$ cat src/rtl/cache_fill_pkg.sv
// Shared types and constants for the cache line-fill responder.
// Build option: FILL_WRITE_EN adds the single-word write path (WRITE/WDONE states).
package cache_fill_pkg;

    localparam int BURST_LEN = 4;
    localparam int IDX_W     = $clog2(BURST_LEN);

    typedef enum logic [2:0] {
        IDLE,
        MEMREQ,
        COLLECT,
        STREAM
`ifdef FILL_WRITE_EN
        ,
        WRITE,
        WDONE
`endif
    } state_t;

endpackage

$ cat src/rtl/fill_line_buffer.sv
// One-cacheline register file. Words land in linear order from the line base;
// the read port adds a rotation offset to a base index so the line can be
// replayed critical-word-first. A write to the word being read in the same
// cycle is forwarded, which lets the stream start on the cycle right after the
// last word arrives even when that last word is the critical one.
module fill_line_buffer #(
    parameter int DATA_W    = 16,
    parameter int BURST_LEN = 4,
    localparam int IDX_W    = $clog2(BURST_LEN)
) (
    input  logic              clk,
    input  logic              reset,
    input  logic              wr_en,
    input  logic [IDX_W-1:0]  wr_idx,
    input  logic [DATA_W-1:0] wr_data,
    input  logic              rd_en,
    input  logic [IDX_W-1:0]  rd_base,
    input  logic [IDX_W-1:0]  rd_offset,
    output logic [DATA_W-1:0] rd_data
);

    logic [DATA_W-1:0] line_mem [BURST_LEN];
    logic [DATA_W-1:0] rd_data_reg;
    logic [IDX_W-1:0]  rd_idx;

    // Index arithmetic wraps naturally modulo the line length.
    assign rd_idx  = rd_base + rd_offset;
    assign rd_data = rd_data_reg;

    // Capture incoming memory words; contents need no reset.
    always_ff @(posedge clk) begin
        if (wr_en) begin
            line_mem[wr_idx] <= wr_data;
        end
    end

    // Registered rotated read with write-through forwarding.
    always_ff @(posedge clk) begin
        if (!reset) begin
            rd_data_reg <= '0;
        end else if (rd_en) begin
            if (wr_en && (wr_idx == rd_idx)) begin
                rd_data_reg <= wr_data;
            end else begin
                rd_data_reg <= line_mem[rd_idx];
            end
        end
    end

endmodule

$ cat src/rtl/cache_fill_responder.sv
// Memory-side responder for the cache line-fill port: fetches one burst from
// the SDRAM native port and returns it critical-word-first as an unbroken
// stream with a single-cycle cache_fill marker on the first word.
// Build option: FILL_WRITE_EN enables single-word writes (cache_rw=0);
// without it write requests are ignored and cache_wr_ack/mem_we are tied low.
module cache_fill_responder #(
    parameter int ADDR_W    = 32,
    parameter int DATA_W    = 16,
    parameter int BURST_LEN = 4
) (
    input  logic              clk,
    input  logic              reset,
    input  logic              cache_req,
    input  logic              cache_rw,
    input  logic [ADDR_W-1:0] cache_addr,
    input  logic [DATA_W-1:0] cache_wdata,
    input  logic [1:0]        cache_ben,
    output logic [DATA_W-1:0] cache_data,
    output logic              cache_fill,
    output logic              cache_wr_ack,
    output logic              busy,
    output logic              mem_req,
    input  logic              mem_ack,
    output logic              mem_we,
    output logic [ADDR_W-1:0] mem_addr,
    output logic [DATA_W-1:0] mem_wdata,
    output logic [1:0]        mem_ben,
    input  logic [DATA_W-1:0] mem_rdata,
    input  logic              mem_rvalid
);

    import cache_fill_pkg::*;

    localparam int             CNT_W    = $clog2(BURST_LEN);
    localparam logic [CNT_W-1:0] LAST_IDX = CNT_W'(BURST_LEN - 1);

    state_t            state_reg, state_next;
    logic [CNT_W-1:0]  crit_reg, crit_next;
    logic [CNT_W-1:0]  cnt_reg, cnt_next;
    logic [CNT_W-1:0]  k_reg, k_next;
    logic              mem_req_reg, mem_req_next;
    logic [ADDR_W-1:0] mem_addr_reg, mem_addr_next;
    logic              cache_fill_reg, cache_fill_next;
    logic              busy_reg, busy_next;
    logic              buf_we;
    logic              buf_rd_en;
    logic [CNT_W-1:0]  buf_rd_offset;

`ifdef FILL_WRITE_EN
    logic              mem_we_reg, mem_we_next;
    logic [DATA_W-1:0] mem_wdata_reg, mem_wdata_next;
    logic [1:0]        mem_ben_reg, mem_ben_next;
    logic              wr_ack_reg, wr_ack_next;
`endif

    fill_line_buffer #(
        .DATA_W    (DATA_W),
        .BURST_LEN (BURST_LEN)
    ) u_line_buf (
        .clk       (clk),
        .reset     (reset),
        .wr_en     (buf_we),
        .wr_idx    (cnt_reg),
        .wr_data   (mem_rdata),
        .rd_en     (buf_rd_en),
        .rd_base   (crit_reg),
        .rd_offset (buf_rd_offset),
        .rd_data   (cache_data)
    );

    // Next-state and registered-output decode; every output is a register.
    always_comb begin
        state_next      = state_reg;
        crit_next       = crit_reg;
        cnt_next        = cnt_reg;
        k_next          = k_reg;
        mem_req_next    = mem_req_reg;
        mem_addr_next   = mem_addr_reg;
        cache_fill_next = 1'b0;
        buf_we          = 1'b0;
        buf_rd_en       = 1'b0;
        buf_rd_offset   = '0;
`ifdef FILL_WRITE_EN
        mem_we_next     = mem_we_reg;
        mem_wdata_next  = mem_wdata_reg;
        mem_ben_next    = mem_ben_reg;
        wr_ack_next     = 1'b0;
`endif
        case (state_reg)
            IDLE: begin
                if (cache_req && cache_rw) begin
                    crit_next     = cache_addr[CNT_W:1];
                    cnt_next      = '0;
                    k_next        = '0;
                    mem_addr_next = {cache_addr[ADDR_W-1:CNT_W+1], {(CNT_W+1){1'b0}}};
                    mem_req_next  = 1'b1;
`ifdef FILL_WRITE_EN
                    mem_we_next   = 1'b0;
`endif
                    state_next    = MEMREQ;
                end
`ifdef FILL_WRITE_EN
                else if (cache_req) begin
                    mem_addr_next  = cache_addr;
                    mem_wdata_next = cache_wdata;
                    mem_ben_next   = cache_ben;
                    mem_we_next    = 1'b1;
                    mem_req_next   = 1'b1;
                    state_next     = WRITE;
                end
`endif
            end
            MEMREQ, COLLECT: begin
                // Words may already stream in during the acknowledge cycle.
                if (mem_rvalid) begin
                    buf_we   = 1'b1;
                    cnt_next = cnt_reg + CNT_W'(1);
                end
                if (mem_rvalid && (cnt_reg == LAST_IDX)) begin
                    mem_req_next    = 1'b0;
                    buf_rd_en       = 1'b1;
                    buf_rd_offset   = '0;
                    cache_fill_next = 1'b1;
                    k_next          = '0;
                    state_next      = STREAM;
                end else if ((state_reg == MEMREQ) && mem_ack) begin
                    mem_req_next = 1'b0;
                    state_next   = COLLECT;
                end
            end
            STREAM: begin
                // k_reg is the word currently on cache_data; fetch the next one.
                if (k_reg == LAST_IDX) begin
                    state_next = IDLE;
                end else begin
                    buf_rd_en     = 1'b1;
                    buf_rd_offset = k_reg + CNT_W'(1);
                    k_next        = k_reg + CNT_W'(1);
                end
            end
`ifdef FILL_WRITE_EN
            WRITE: begin
                if (mem_ack) begin
                    mem_req_next = 1'b0;
                    mem_we_next  = 1'b0;
                    wr_ack_next  = 1'b1;
                    state_next   = WDONE;
                end
            end
            WDONE: begin
                if (!cache_req) begin
                    state_next = IDLE;
                end
            end
`endif
            default: begin
                state_next = IDLE;
            end
        endcase
        busy_next = (state_next != IDLE);
    end

    // State and output registers with synchronous active-low reset.
    always_ff @(posedge clk) begin
        if (!reset) begin
            state_reg      <= IDLE;
            crit_reg       <= '0;
            cnt_reg        <= '0;
            k_reg          <= '0;
            mem_req_reg    <= 1'b0;
            mem_addr_reg   <= '0;
            cache_fill_reg <= 1'b0;
            busy_reg       <= 1'b0;
`ifdef FILL_WRITE_EN
            mem_we_reg     <= 1'b0;
            mem_wdata_reg  <= '0;
            mem_ben_reg    <= '0;
            wr_ack_reg     <= 1'b0;
`endif
        end else begin
            state_reg      <= state_next;
            crit_reg       <= crit_next;
            cnt_reg        <= cnt_next;
            k_reg          <= k_next;
            mem_req_reg    <= mem_req_next;
            mem_addr_reg   <= mem_addr_next;
            cache_fill_reg <= cache_fill_next;
            busy_reg       <= busy_next;
`ifdef FILL_WRITE_EN
            mem_we_reg     <= mem_we_next;
            mem_wdata_reg  <= mem_wdata_next;
            mem_ben_reg    <= mem_ben_next;
            wr_ack_reg     <= wr_ack_next;
`endif
        end
    end

    assign mem_req    = mem_req_reg;
    assign mem_addr   = mem_addr_reg;
    assign cache_fill = cache_fill_reg;
    assign busy       = busy_reg;

`ifdef FILL_WRITE_EN
    assign mem_we       = mem_we_reg;
    assign mem_wdata    = mem_wdata_reg;
    assign mem_ben      = mem_ben_reg;
    assign cache_wr_ack = wr_ack_reg;
`else
    // Read-only build: the write side is inert.
    logic unused_write_bits;
    assign unused_write_bits = ^{cache_wdata, cache_ben, cache_addr[0]};
    assign mem_we       = 1'b0;
    assign mem_wdata    = '0;
    assign mem_ben      = '0;
    assign cache_wr_ack = 1'b0;
`endif

endmodule

$ cat config.mk
export PLATFORM = sky130hd
export DESIGN_NAME = cache_fill_responder
export DESIGN_NICKNAME = d
export VERILOG_FILES = /design/src/rtl/cache_fill_pkg.sv /design/src/rtl/fill_line_buffer.sv /design/src/rtl/cache_fill_responder.sv
export SDC_FILE = /design/constraint.sdc
export NUM_CORES = 1
export LEC_CHECK = 0
export BUFFER_PORTS_ARGS = -buffer_cell sky130_fd_sc_hd__buf_4
export CORE_UTILIZATION = 45
export DETAILED_ROUTE_END_ITERATION = 10
export PLACE_DENSITY = 0.81
export SYNTH_ARGS = -nofsm -noshare
export SYNTH_HDL_FRONTEND = slang
export SYNTH_SLANG_ARGS = --single-unit
$ cat constraint.sdc
create_clock -name clk -period 4.2 [get_ports clk]
set_clock_uncertainty 0.05 [all_clocks]
set_input_delay 0.42 -clock clk [delete_from_list [all_inputs] [get_ports clk]]
set_output_delay 0.42 -clock clk [all_outputs]
set_load 0.01 [all_outputs]
-- Yosys cells after proc, flatten, opt, wreduce, memory -nomap -nowiden
Memory sizes are Yosys's and may differ from the RTL's. A register that Yosys moved wholly into a read port is not among the register bits.
Index checks and enable logic that the tools add are counted.
- register bits after elaboration: 41
- RAM bits: 64
- output and inout port bits: 71
- memories kept: 1
- memory list (memory ; depth ; bits a word ; read ports ; clocked after memory_dff ; write ports ; line ; RTL):
    u_line_buf.line_mem ; 4 ; 16 ; 1 ; 1 ; 1 ; fill_line_buffer.sv:22 ; logic [DATA_W-1:0] line_mem [BURST_LEN];
- add/sub/neg operators: 3
- equal/unequal tests: 10
- multiplexer cells: 24
- reduce and logical (&&, ||, !) cells: 14
- operators by type and width (operator ; number):
    $mux 2 ; 6
    $mux 3 ; 4
    $mux 1 ; 9
    $pmux 3 s3 ; 1
    $ne 2x2->1 const B ; 4
    $eq 3x2->1 const B ; 2
    $pmux 2 s3 ; 1
    $reduce_and 3->1 ; 2
    $reduce_bool 3->1 ; 2
    $add 2x1->2 const B ; 2
    $eq 2x2->1 const B ; 2
    $pmux 1 s2 ; 2
    $pmux 2 s2 ; 1
    $reduce_and 2->1 ; 2
    $reduce_and 4->1 ; 1
    $eq 3x1->1 const B ; 1
    $logic_and 1x1->1 ; 3
    $logic_not 3->1 ; 1
    $ne 3x3->1 const B ; 1
    $add 2x2->2 ; 1
    $reduce_bool 2->1 ; 1
    $reduce_or 2->1 ; 1
    $logic_not 1->1 ; 1

-- Depth between registers and ports, before layout
Gate-level depths: netlist (run 1).
- depth after elaboration: 6
- gate-level depth with buffers: 11
- depth with buffers taken out: 8

-- By module
Synthesis (run 1) repeated with hierarchy kept, for this count alone.
- cell total of the unflattened synthesis: 538
- area, all modules: 5983.2 um^2
- modules (own cells, without submodules) (module ; instances ; cells an instance ; area each (um^2)):
    fill_line_buffer ; 1 ; 318 ; 4220.3
    cache_fill_responder ; 1 ; 220 ; 1762.9

-- Least setup slack after synthesis (run 1)
No wires, ideal clock.
- path type: flip-flop to flip-flop
- from: register k_reg[0]
- to: register u_line_buf.rd_data_reg[5], in the netlist u_line_buf.rd_data[5] (read register of u_line_buf.line_mem)
- library setup time: 0.122 ns
- data arrival time: 2.471 ns
- required time: 4.028 ns
- setup slack: 1.557 ns
- stages on the path, launching flop included: 9
- buffers on the path: 1
- cell sequence: dfxtp_1 -> ha_1 -> nor4_1 -> ha_1 -> xnor2_2 -> xnor2_4 -> buf_6 -> mux4_2 -> a221o_1
- cells in the longest elaborated chain, start to end: 4
- elaborated cells between the ends (all ways): 7
- ends and longest elaborated chain (what ; line ; RTL):
    from (decl) ; cache_fill_responder.sv:40 ; logic [CNT_W-1:0] k_reg, k_next;
    from (signal assigned) ; cache_fill_responder.sv:184 ; k_reg <= k_next;
    $add 2x1->2 / $eq 2x2->1 (equally long branches) ; cache_fill_responder.sv:137, cache_fill_responder.sv:133 ;
    $mux 2 ; cache_fill_responder.sv:133 ; if (k_reg == LAST_IDX) begin
    $mux 2 ; -- ;
    $add 2x2->2 ; fill_line_buffer.sv:27 ; assign rd_idx = rd_base + rd_offset;
    to (decl) ; fill_line_buffer.sv:23 ; logic [DATA_W-1:0] rd_data_reg;
Several ways; a longest one is shown, not always the timed one.
A chain may end at the register's enable or synchronous reset.

-- Worst setup path after layout (run 1)
- from: register state_reg[1]
- to: register u_line_buf.rd_data_reg[5], in the netlist u_line_buf.rd_data[5] (read register of u_line_buf.line_mem)
- cells in the longest elaborated chain, start to end: 3
- elaborated cells between the ends (all ways): 7
- ends and longest elaborated chain (what ; line ; RTL):
    from (decl) ; cache_fill_responder.sv:37 ; state_t state_reg, state_next;
    from (signal assigned) ; cache_fill_responder.sv:181 ; state_reg <= state_next;
    $eq 3x2->1 / $eq 3x1->1 (equally long branches) ; cache_fill_responder.sv:89 ; case (state_reg)
    $mux 2 / $reduce_or 2->1 (equally long branches) ; -- ;
    $add 2x2->2 / $pmux 1 s2 (equally long branches) ; fill_line_buffer.sv:27, cache_fill_responder.sv:89 ;
Several ways; a longest one is shown, not always the timed one.

==> results.toml, run 1 <==
[outcome]
outcome = "complete, no violations"

[finish]
register_area_sq_um = 3060
fin_cells = 614
multi_input_area_sq_um = 1550
diodes = 0
area_growth_pct = 28.2
final_area_sq_um = 6140
finalNetCount = 543
final.fill_count = 796
largest_reg_flops = 64
post-route-util_pct = 59.5
drive_above_1_share_pct = 32.2

[min_path]
holdPathEnd = "u_line_buf.line_mem[1][4]"
hp-start = "mem_rdata[4]"
hold_path.class = "input pin to flip-flop"
hold_depth = 1

[sta]
rsz0062_at_grt = "no"
tns_ns = 0
relSlewSlack_pct = 23.1
setup_slack_ns = 0.679
finalCritPeriodShare_pct = 83.8
fmaxAchievable_mhz = 284
hold_violations = 0
drv_slew = 0
setup_viol = 0
period_minus_slack_ns = 3.52
worst_pin_slew_ns = 1.15

[yosys]
muxShareOfSynthArea_pct = 8.41
synth_top_family_by_area = "simple AND/OR/NAND/NOR gates"
ys_seq_area_share_pct = 63.9
netlist_area_sq_um = 4790
netlist_instances = 360
synth_xor_area_share_pct = 1.28
synth_compound_area_share_pct = 7.94
synth_adder_area_share_pct = 1.57
synthSimpleGateAreaFrac_pct = 11.1
ys_warn_count = 0
syn_avg_cell_area_sq_um = 13.3
ys_ff_latch = 121
yosys.cell_types.count = 40

[placed_design]
place_inst = 582
place_congestion = 0.757
dpl.hpwl_mm = 6.23
dpl_cell_area_sq_um = 5570
io_buffers = 100
pre_cts_slack_ns = 0.661

[cts]
cts_resized = 0
clk_pin_slew_ns = 0.06
clock_latency_ns = 0.51
cts.sinks = 121
cts_tree = "built"
post-cts-setup-buffers = 0
cts_max_level = 4
cts-root-buf = "clkbuf_8"
cts_hold_buf = 0
cts_made_buffers = 17
clockBufferDepth = 2

[global_routing]
antenna_found_initial = 0
gr-usage-all-layers_pct = 19.3
grt.overflow.total = 0
grt_pass1_vias = 3225
grt_pass1_wl_mm = 16.1
grt_max_degree = 37

[detailed_routing]
wl_per_cell_microns = 16.1
routed_wl_mm = 9.90
via_count = 3157
drc = 0
dr.pass1.iters = 4
drtIter0Drc = 126
avgViaCountPerCell = 5.14
antenna_left = 0

[worst_setup_path]
crit_fanout = 17
r2r-start = "state_reg[1]"
critPathBufInv = 0
criticalPathCategory = "flip-flop to flip-flop"
r2r_slack_ns = 0.68
start_kind = "flip-flop"
slowest_stage = "nor3b_4"
rr_endpoint = "u_line_buf.rd_data[5]"
crit_required_ns = 4.60
cp_top_family = "simple AND/OR/NAND/NOR gates"
worstPathCellList = "nand2_1 > nor4_1 > ha_1 > xnor2_2 > xnor2_4 > mux2i_1 > nor3b_4 > a221o_1"
r2r_cells = 8
setup.worst_path.end_class = "flip-flop"
arrival_ns = 3.92
critical-path-max-stage-delay_ns = 0.79

[power]
powerDensity_nw_per_um2 = 448
leakage_nw = 2.43
peakVddDrop_mv = 0.264

[floorplanning]
rows = 37
pin_count = 143
core_area_sq_um = 10300
die_h_microns = 105
start_util_pct = 46.4
dieWidth_microns = 105
die_area_sq_um = 11100

[flow_run]
max-cap-violations = 0
[cells by family after synthesis]
kind of cell,Yosys count
flip-flops,121
buffers and inverters,44
AO/OA/AOI/OAI,57
other,1
AND/OR/NAND/NOR,109
adder cells (fa/ha/maj),6
XOR/XNOR,4
multiplexers,18
[per-layer routing]
layer / track usage [%] / up-vias / wire, microns
met5: 0 / - / 0
met4: 8.35 / 0 / 146
met3: 7.17 / 13 / 689
met2: 31.8 / 132 / 4820
met1: 22.6 / 1529 / 4240
li1: - / 1483 / -
[where the power goes]
part,switching [mW],total (mW),internal [mW]
Sequential,0.00775,1.26,1.26
Clock,0.596,1.36,0.762
Combinational,0.0690,0.131,0.0625
Total,0.673,2.75,2.08
[synth_stat cells]
cell,count,area share (%)
nand2_1,66,5.2
edfxtp_1,64,40
dfxtp_1,57,24
a21oi_1,32,3.3
buf_4,24,3.8
and2_1,20,2.6
a221o_1,16,3.3
clkbuf_1,13,1.0
mux4_2,10,4.7
nor2_1,7,0.55
ha_1,6,1.6
mux4_1,6,3.3
a31oi_1,4,0.52
nor4_1,4,0.52
inv_1,3,0.23
and3_1,2,0.26
buf_6,2,0.47
mux2i_1,2,0.42
a22oi_1,1,0.16
buf_2,1,0.10
conb_1,1,0.078
inv_2,1,0.078
nand2_2,1,0.13
nand2b_1,1,0.13
nand3b_1,1,0.16
nand4b_4,1,0.50
nor2_2,1,0.13
nor3_1,1,0.10
nor3b_4,1,0.39
o21a_1,1,0.16
o21ai_0,1,0.10
o221ai_1,1,0.18
o22ai_1,1,0.13
or2b_1,1,0.16
or3b_2,1,0.18
or4_1,1,0.16
xnor2_1,1,0.18
xnor2_2,1,0.34
xnor2_4,1,0.57
xor2_1,1,0.18
[worst max path at each step]
stage | from | endpoint | slack, ns | depth (start not counted)
floorplan | k_reg[0] | u_line_buf.rd_data[5] | 1.56 | 8
global placement | state_reg[0] | u_line_buf.rd_data[15] | 0.78 | 8
detailed placement | state_reg[1] | u_line_buf.rd_data[15] | 0.66 | 8
CTS | state_reg[0] | u_line_buf.rd_data[5] | 0.59 | 8
global route | state_reg[0] | u_line_buf.rd_data[15] | 0.41 | 8
finish | state_reg[1] | u_line_buf.rd_data[5] | 0.68 | 8
[area by class of cell]
cell class | count | share of cell area [%]
sequential | 121 | 49.9
multi-input combinational | 218 | 25.2
clock inverter | 15 | 2.55
tap | 136 | 2.77
timing repair buffer | 103 | 12.6
clock buffer | 17 | 6.74
inverter | 4 | 0.244
[placed cells by master (no fill, tap or decap), drive strengths merged]
| cell | n |
|---|---|
| a31oi | 4 |
| edfxtp | 64 |
| nand4b | 1 |
| or2b | 1 |
| clkinvlp | 2 |
| nor3b | 1 |
| or4 | 1 |
| a21oi | 32 |
| clkbuf | 17 |
| nor3 | 1 |
| nand2b | 1 |
| mux4 | 16 |
| o22ai | 1 |
| clkinv | 4 |
| buf | 103 |
| o21a | 1 |
| nor4 | 4 |
| o221ai | 1 |
| mux2i | 2 |
| ha | 6 |
| or3b | 1 |
| o21ai | 1 |
| xor2 | 1 |
| and2 | 20 |
| nor2 | 8 |
| dfxtp | 57 |
| inv | 13 |
| nand3b | 1 |
| a22oi | 1 |
| nand2 | 67 |
| xnor2 | 3 |
| a221o | 16 |
| and3 | 2 |
| conb | 24 |
[metrics by stage]
step           hold slack [ns]  total power, mW
6_report                0.0659             2.75
5_1_grt                 0.0401             2.85
4_1_cts                 0.0404             2.78
3_5_place_dp             0.397             1.42
3_3_place_gp             0.393             1.41
2_1_floorplan            0.391             1.36
(Power assumes the default switching activity.)
==> run 2: changes to the inputs <==
- ABC_AREA: default -> 1
- PLACE_DENSITY: 0.81 -> 0.83
- clock period: 4.2 -> 3.2 ns (I/O delays scaled with it)
==> results.toml, run 2 <==
[outcome]
outcome = "complete, no violations"

[cts]
clock_latency_ns = 0.41
cts_hold_buf = 0
post-cts-setup-buffers = 0
cts.sinks = 121
cts_resized = 0
clk_pin_slew_ns = 0.06
cts_tree = "built"
cts_made_buffers = 17
clockBufferDepth = 2
cts-root-buf = "clkbuf_16"
cts_max_level = 4

[power]
power.switching_mw = 0.796
peakVddDrop_mv = 0.564
pwr-share-comb_pct = 5.2
powerDensity_nw_per_um2 = 603
power_frac_clock_pct = 53.3
p_seq_share_pct = 41.4
leakage_nw = 2.87
intPower_mw = 3.22
switching_share_pct = 19.8

[global_routing]
grt_max_degree = 38
grt.overflow.total = 0
grt_use_met1_pct = 22.8
grt_pass1_vias = 4166
use_met2_pct = 36.9
grt_use_met3_pct = 7.41
gr-usage-all-layers_pct = 21.3
antenna_found_initial = 0
grt_pass1_wl_mm = 19.0
busiest_layer = "met2"

[finish]
area_growth_pct = 27.5
diodes = 0
largest_reg_flops = 64
layout_common_cells = "nand2_1 (163), buf_4 (110), edfxtp_1 (64)"
drive_above_1_share_pct = 23.6
mostFrequentLayoutCell = "nand2_1"
finalNetCount = 726

[yosys]
yosys.cell_types.count = 33
ys_seq_area_share_pct = 58.6
synthTopCellsByArea = "edfxtp_1 (37%), dfxtp_1 (22%), nand2_1 (12%)"
synthMostInstantiatedCell = "nand2_1"
syn_avg_cell_area_sq_um = 9.59
yosys_most_used_dff = "edfxtp_1"
async_flop_share_pct = 0
netlist_area_sq_um = 5230
netlist_instances = 545
synth_area_leader_cell = "edfxtp_1"
synth.top_cells.by_count = "nand2_1 (163), edfxtp_1 (64), dfxtp_1 (57), inv_1 (41), a21oi_1 (36)"
ys_ff_latch = 121
synth_top_area_share_pct = 36.8
ys_warn_count = 0
synth-edff-count = 64

[worst_setup_path]
critPathBufInv = 4
criticalPathCategory = "flip-flop to flip-flop"
critical-path-max-stage-delay_ns = 0.47
arrival_ns = 3.11
r2r_slack_ns = 0.40
crit_fanout = 18
start_kind = "flip-flop"
cp_top_family = "simple AND/OR/NAND/NOR gates"
worst-path-stages = 15
slowest_stage = "inv_1"
r2r-start = "state_reg[0]"
worstSetupStartpoint = "state_reg[0]"
crit_required_ns = 3.51
rr_endpoint = "u_line_buf.rd_data[5]"
r2r_cells = 15
worst_path_most_repeated_cell = "nand2_1"
setup.worst_path.end_class = "flip-flop"
worstPathCellList = "nand2_2 > nor2_4 > inv_1 > nor3_1 > ha_1 > buf_4 > inv_1 > nand2_1 > nand2_1 > nand2_1 > o21ai_0 > nand2_1 > nand3_1 > nand2_1 > inv_1"

[floorplanning]
pin_count = 143
die_h_microns = 110
dieWidth_microns = 110
rows = 38
core_area_sq_um = 11100
start_util_pct = 47.2
die_area_sq_um = 12000

[sta]
relSlewSlack_pct = 37.5
fmaxAchievable_mhz = 357
tns_ns = 0
drv_slew = 0
rsz0062_at_grt = "no"
hold_violations = 0
setup_viol = 0
period_minus_slack_ns = 2.80
setup_slack_ns = 0.396
worst_pin_slew_ns = 0.937
finalCritPeriodShare_pct = 87.6

[detailed_routing]
drtIter0Drc = 224
routed_wl_mm = 11.9
via_count = 4084
avgViaCountPerCell = 5.10
dr.pass1.iters = 4
wl_per_cell_microns = 14.9
antenna_left = 0
drc = 0

[flow_run]
max-cap-violations = 0

[min_path]
hold_depth = 1
holdPathEnd = "u_line_buf.line_mem[0][6]"
hold_path.class = "input pin to flip-flop"
hp-start = "mem_rdata[6]"

[placed_design]
pre_cts_slack_ns = 0.449
dpl.hpwl_mm = 7.57
place_congestion = 0.781
io_buffers = 100
[run 2: cell types whose count changed after synthesis, sizes merged, moves of 5 or more]
cell	previous run	this run
a221o	16	0
clkbuf	13	7
clkinv	0	5
nand4	0	18
nor2	8	18
nand2	67	168
inv	4	43
nand3	0	22
buf	27	42
and2	20	0
mux2i	2	16
o21ai	1	35
mux4	16	0
[run 2: how the worst max path moves through the flow]
stage and endpoint:
4_1_cts u_line_buf.rd_data[5], 3_5_place_dp u_line_buf.rd_data[5], 3_3_place_gp u_line_buf.rd_data[1], 6_report u_line_buf.rd_data[5]
2_1_floorplan u_line_buf.rd_data[10], 5_1_grt u_line_buf.rd_data[1]
[run 2: kinds of logic (layout without fill, tap and decap cells)]
family | Yosys count | in the layout | synth area share (%)
adder cells (fa/ha/maj) | 6 | 6 | 1.44
AND/OR/NAND/NOR | 229 | 229 | 19.6
other | 1 | 24 | 0.0718
AO/OA/AOI/OAI | 74 | 74 | 7.47
buffers and inverters | 97 | 190 | 9.55
flip-flops | 121 | 121 | 58.6
multiplexers | 16 | 16 | 3.06
XOR/XNOR | 1 | 1 | 0.168
[run 2: worst register-to-register path, delay by kind of cell, from the launching register on]
kind	cells	cell delay [ns]
AOI/OAI and AO/OA	1	0.09
and+or+nand+nor	9	1.01
DFF	1	0.39
buffers and inverters	4	0.85
adders and majority gates	1	0.34
[run 2: stage by stage]
step	area, sq um	instances	util [%]	hold WS (ns)	total power, mW
finish	6660	801	60.1	0.0713	4.02
global route	6660	801	60.1	0.0577	4.13
CTS	6660	801	60.1	0.0539	4.04
detailed placement	5990	769	54.1	0.405	1.90
global placement	5990	769	54.1	0.403	1.89
floorplan	5310	568	-	0.369	1.82
[run 2: cell type report]
cell class                      instances  area, sq um
Clock inverter                         12          220
Clock buffer                           20          447
Fill cell                             865         4420
Multi-Input combinational cell        350         1750
Sequential cell                       121         3060
Tap cell                              140          175
Inverter                               48          180
Timing Repair Buffer                  110          826
[run 2: power by group through the flow]
stage | Sequential [mW] | Clock (mW) | Combinational (mW)
floorplan | 1.70 | 0 | 0.121
global placement | 1.69 | 0 | 0.201
detailed placement | 1.69 | 0 | 0.207
CTS | 1.66 | 2.17 | 0.210
global route | 1.66 | 2.23 | 0.232
finish | 1.66 | 2.14 | 0.210
[run 2: routing by layer]
layer,vias to the layer above,wire length (microns)
li1,1971,-
met4,0,308
met3,27,1250
met2,214,5970
met1,1872,4420
met5,-,0
==> run 3: changes to the inputs <==
- REMOVE_ABC_BUFFERS: default -> 1
==> results.toml, run 3 (synthesized netlist as in run 2, its figures left out) <==
[outcome]
outcome = "complete, no violations"

[cts]
cts_tree = "built"
cts.sinks = 121
clockBufferDepth = 2
cts_hold_buf = 0
clock_latency_ns = 0.40
cts_max_level = 4
clk_pin_slew_ns = 0.05
cts_resized = 0
cts_made_buffers = 17
post-cts-setup-buffers = 0
cts-root-buf = "clkbuf_16"

[power]
pwr-share-comb_pct = 5.4
peakVddDrop_mv = 0.325
leakage_nw = 2.84
switching_share_pct = 20.0
powerDensity_nw_per_um2 = 582
power_frac_clock_pct = 51.3
intPower_mw = 3.08
power.switching_mw = 0.768
p_seq_share_pct = 43.3

[detailed_routing]
avgViaCountPerCell = 5.02
antenna_left = 0
routed_wl_mm = 11.4
dr.pass1.iters = 5
wl_per_cell_microns = 14.2
via_count = 4019
drc = 0
drtIter0Drc = 277

[finish]
final.fill_count = 876
drive_above_1_share_pct = 23.0
layout_common_cells = "nand2_1 (163), buf_4 (110), edfxtp_1 (64)"
area_growth_pct = 26.4
mostFrequentLayoutCell = "nand2_1"
final_area_sq_um = 6610
diodes = 0
largest_reg_flops = 64
finalNetCount = 726

[floorplanning]
start_util_pct = 47.2
die_h_microns = 110
pin_count = 143
dieWidth_microns = 110
rows = 38
die_area_sq_um = 12000
core_area_sq_um = 11100

[global_routing]
grt_pass1_vias = 3892
grt.overflow.total = 0
grt_max_degree = 38
antenna_found_initial = 0
gr-usage-all-layers_pct = 20.6
grt_pass1_wl_mm = 18.4

[sta]
tns_ns = 0
hold_violations = 0
fmaxAchievable_mhz = 363
finalCritPeriodShare_pct = 86.0
drv_slew = 0
relSlewSlack_pct = 37.9
worst_pin_slew_ns = 0.931
period_minus_slack_ns = 2.75
setup_viol = 0
rsz0062_at_grt = "no"

[worst_setup_path]
arrival_ns = 3.05
start_kind = "flip-flop"
setup.worst_path.end_class = "flip-flop"
crit_fanout = 16
r2r_cells = 15
crit_required_ns = 3.50
criticalPathCategory = "flip-flop to flip-flop"

[placed_design]
place_congestion = 0.800
dpl.hpwl_mm = 7.02
io_buffers = 100
dpl_cell_area_sq_um = 5990

[min_path]
hold_depth = 1
hold_path.class = "input pin to flip-flop"

[flow_run]
max-cap-violations = 0
run 3: changes by cell type in the layout (fill, tap and decap cells not counted):
cell / delta
clkinv_2: -1
inv_6: -1
clkbuf_8: +1
clkinv_1: +2
clkinv_4: -1
clkbuf_1: +2
bufinv_16: -2
run 3: worst max-delay path, stage by stage (launching register included):
cell     delay [ns]
dfxtp_1        0.42
nand2_2        0.12
nor2_4         0.12
inv_1          0.10
nor3_1         0.22
ha_1           0.33
buf_4          0.22
inv_1          0.45
nand2_1        0.10
nand2_1        0.08
nand2_1        0.05
o21ai_0        0.12
nand2_1        0.11
nand3_1        0.10
nand2_1        0.06
inv_1          0.05
run 3: worst paths after layout:
path / startpoint / to / slack, ns
hold reg to reg: mem_addr[23] / mem_addr[23] / 0.41
hold / removal: mem_rdata[6] / u_line_buf.line_mem[1][6] / 0.07
setup reg to reg: state_reg[1] / u_line_buf.rd_data[6] / 0.45
setup / recovery: state_reg[1] / u_line_buf.rd_data[6] / 0.45
run 3: power groups by stage:
stage / Combinational (mW) / Clock [mW] / Sequential (mW)
floorplan: 0.0899 / 0 / 1.70
global placement: 0.201 / 0 / 1.69
detailed placement: 0.208 / 0 / 1.69
CTS: 0.211 / 2.00 / 1.66
global route: 0.233 / 2.07 / 1.66
finish: 0.209 / 1.97 / 1.66
run 3: cell type report:
type | instances | area, sq um | area share [%]
inverter | 48 | 180 | 2.73
multi-input combinational | 350 | 1750 | 26.5
timing repair buffer | 110 | 826 | 12.5
tap | 140 | 175 | 2.65
clock buffer | 23 | 468 | 7.08
sequential | 121 | 3060 | 46.4
clock inverter | 9 | 145 | 2.20
run 3: layer usage:
layer | track usage (%) | routed length (microns) | part of all wire [%]
met1 | 24.0 | 4590 | 40
met2 | 34.9 | 5700 | 50
met3 | 6.76 | 938 | 8.2
met4 | 8.29 | 148 | 1.3
met5 | 0 | 0 | 0
run 3: metrics by stage:
| step | util, % | hold slack, ns | setup slack (ns) | power [mW] | cells |
|---|---|---|---|---|---|
| after CTS | 59.6 | 0.0587 | 0.470 | 3.87 | 801 |
| after global placement | 54.1 | 0.403 | 0.676 | 1.89 | 769 |
| after floorplan | - | 0.369 | 0.331 | 1.79 | 519 |
| after detailed placement | 54.1 | 0.409 | 0.567 | 1.90 | 769 |
| after global routing | 59.6 | 0.0646 | 0.178 | 3.97 | 801 |
| final | 59.6 | 0.0734 | 0.448 | 3.85 | 801 |
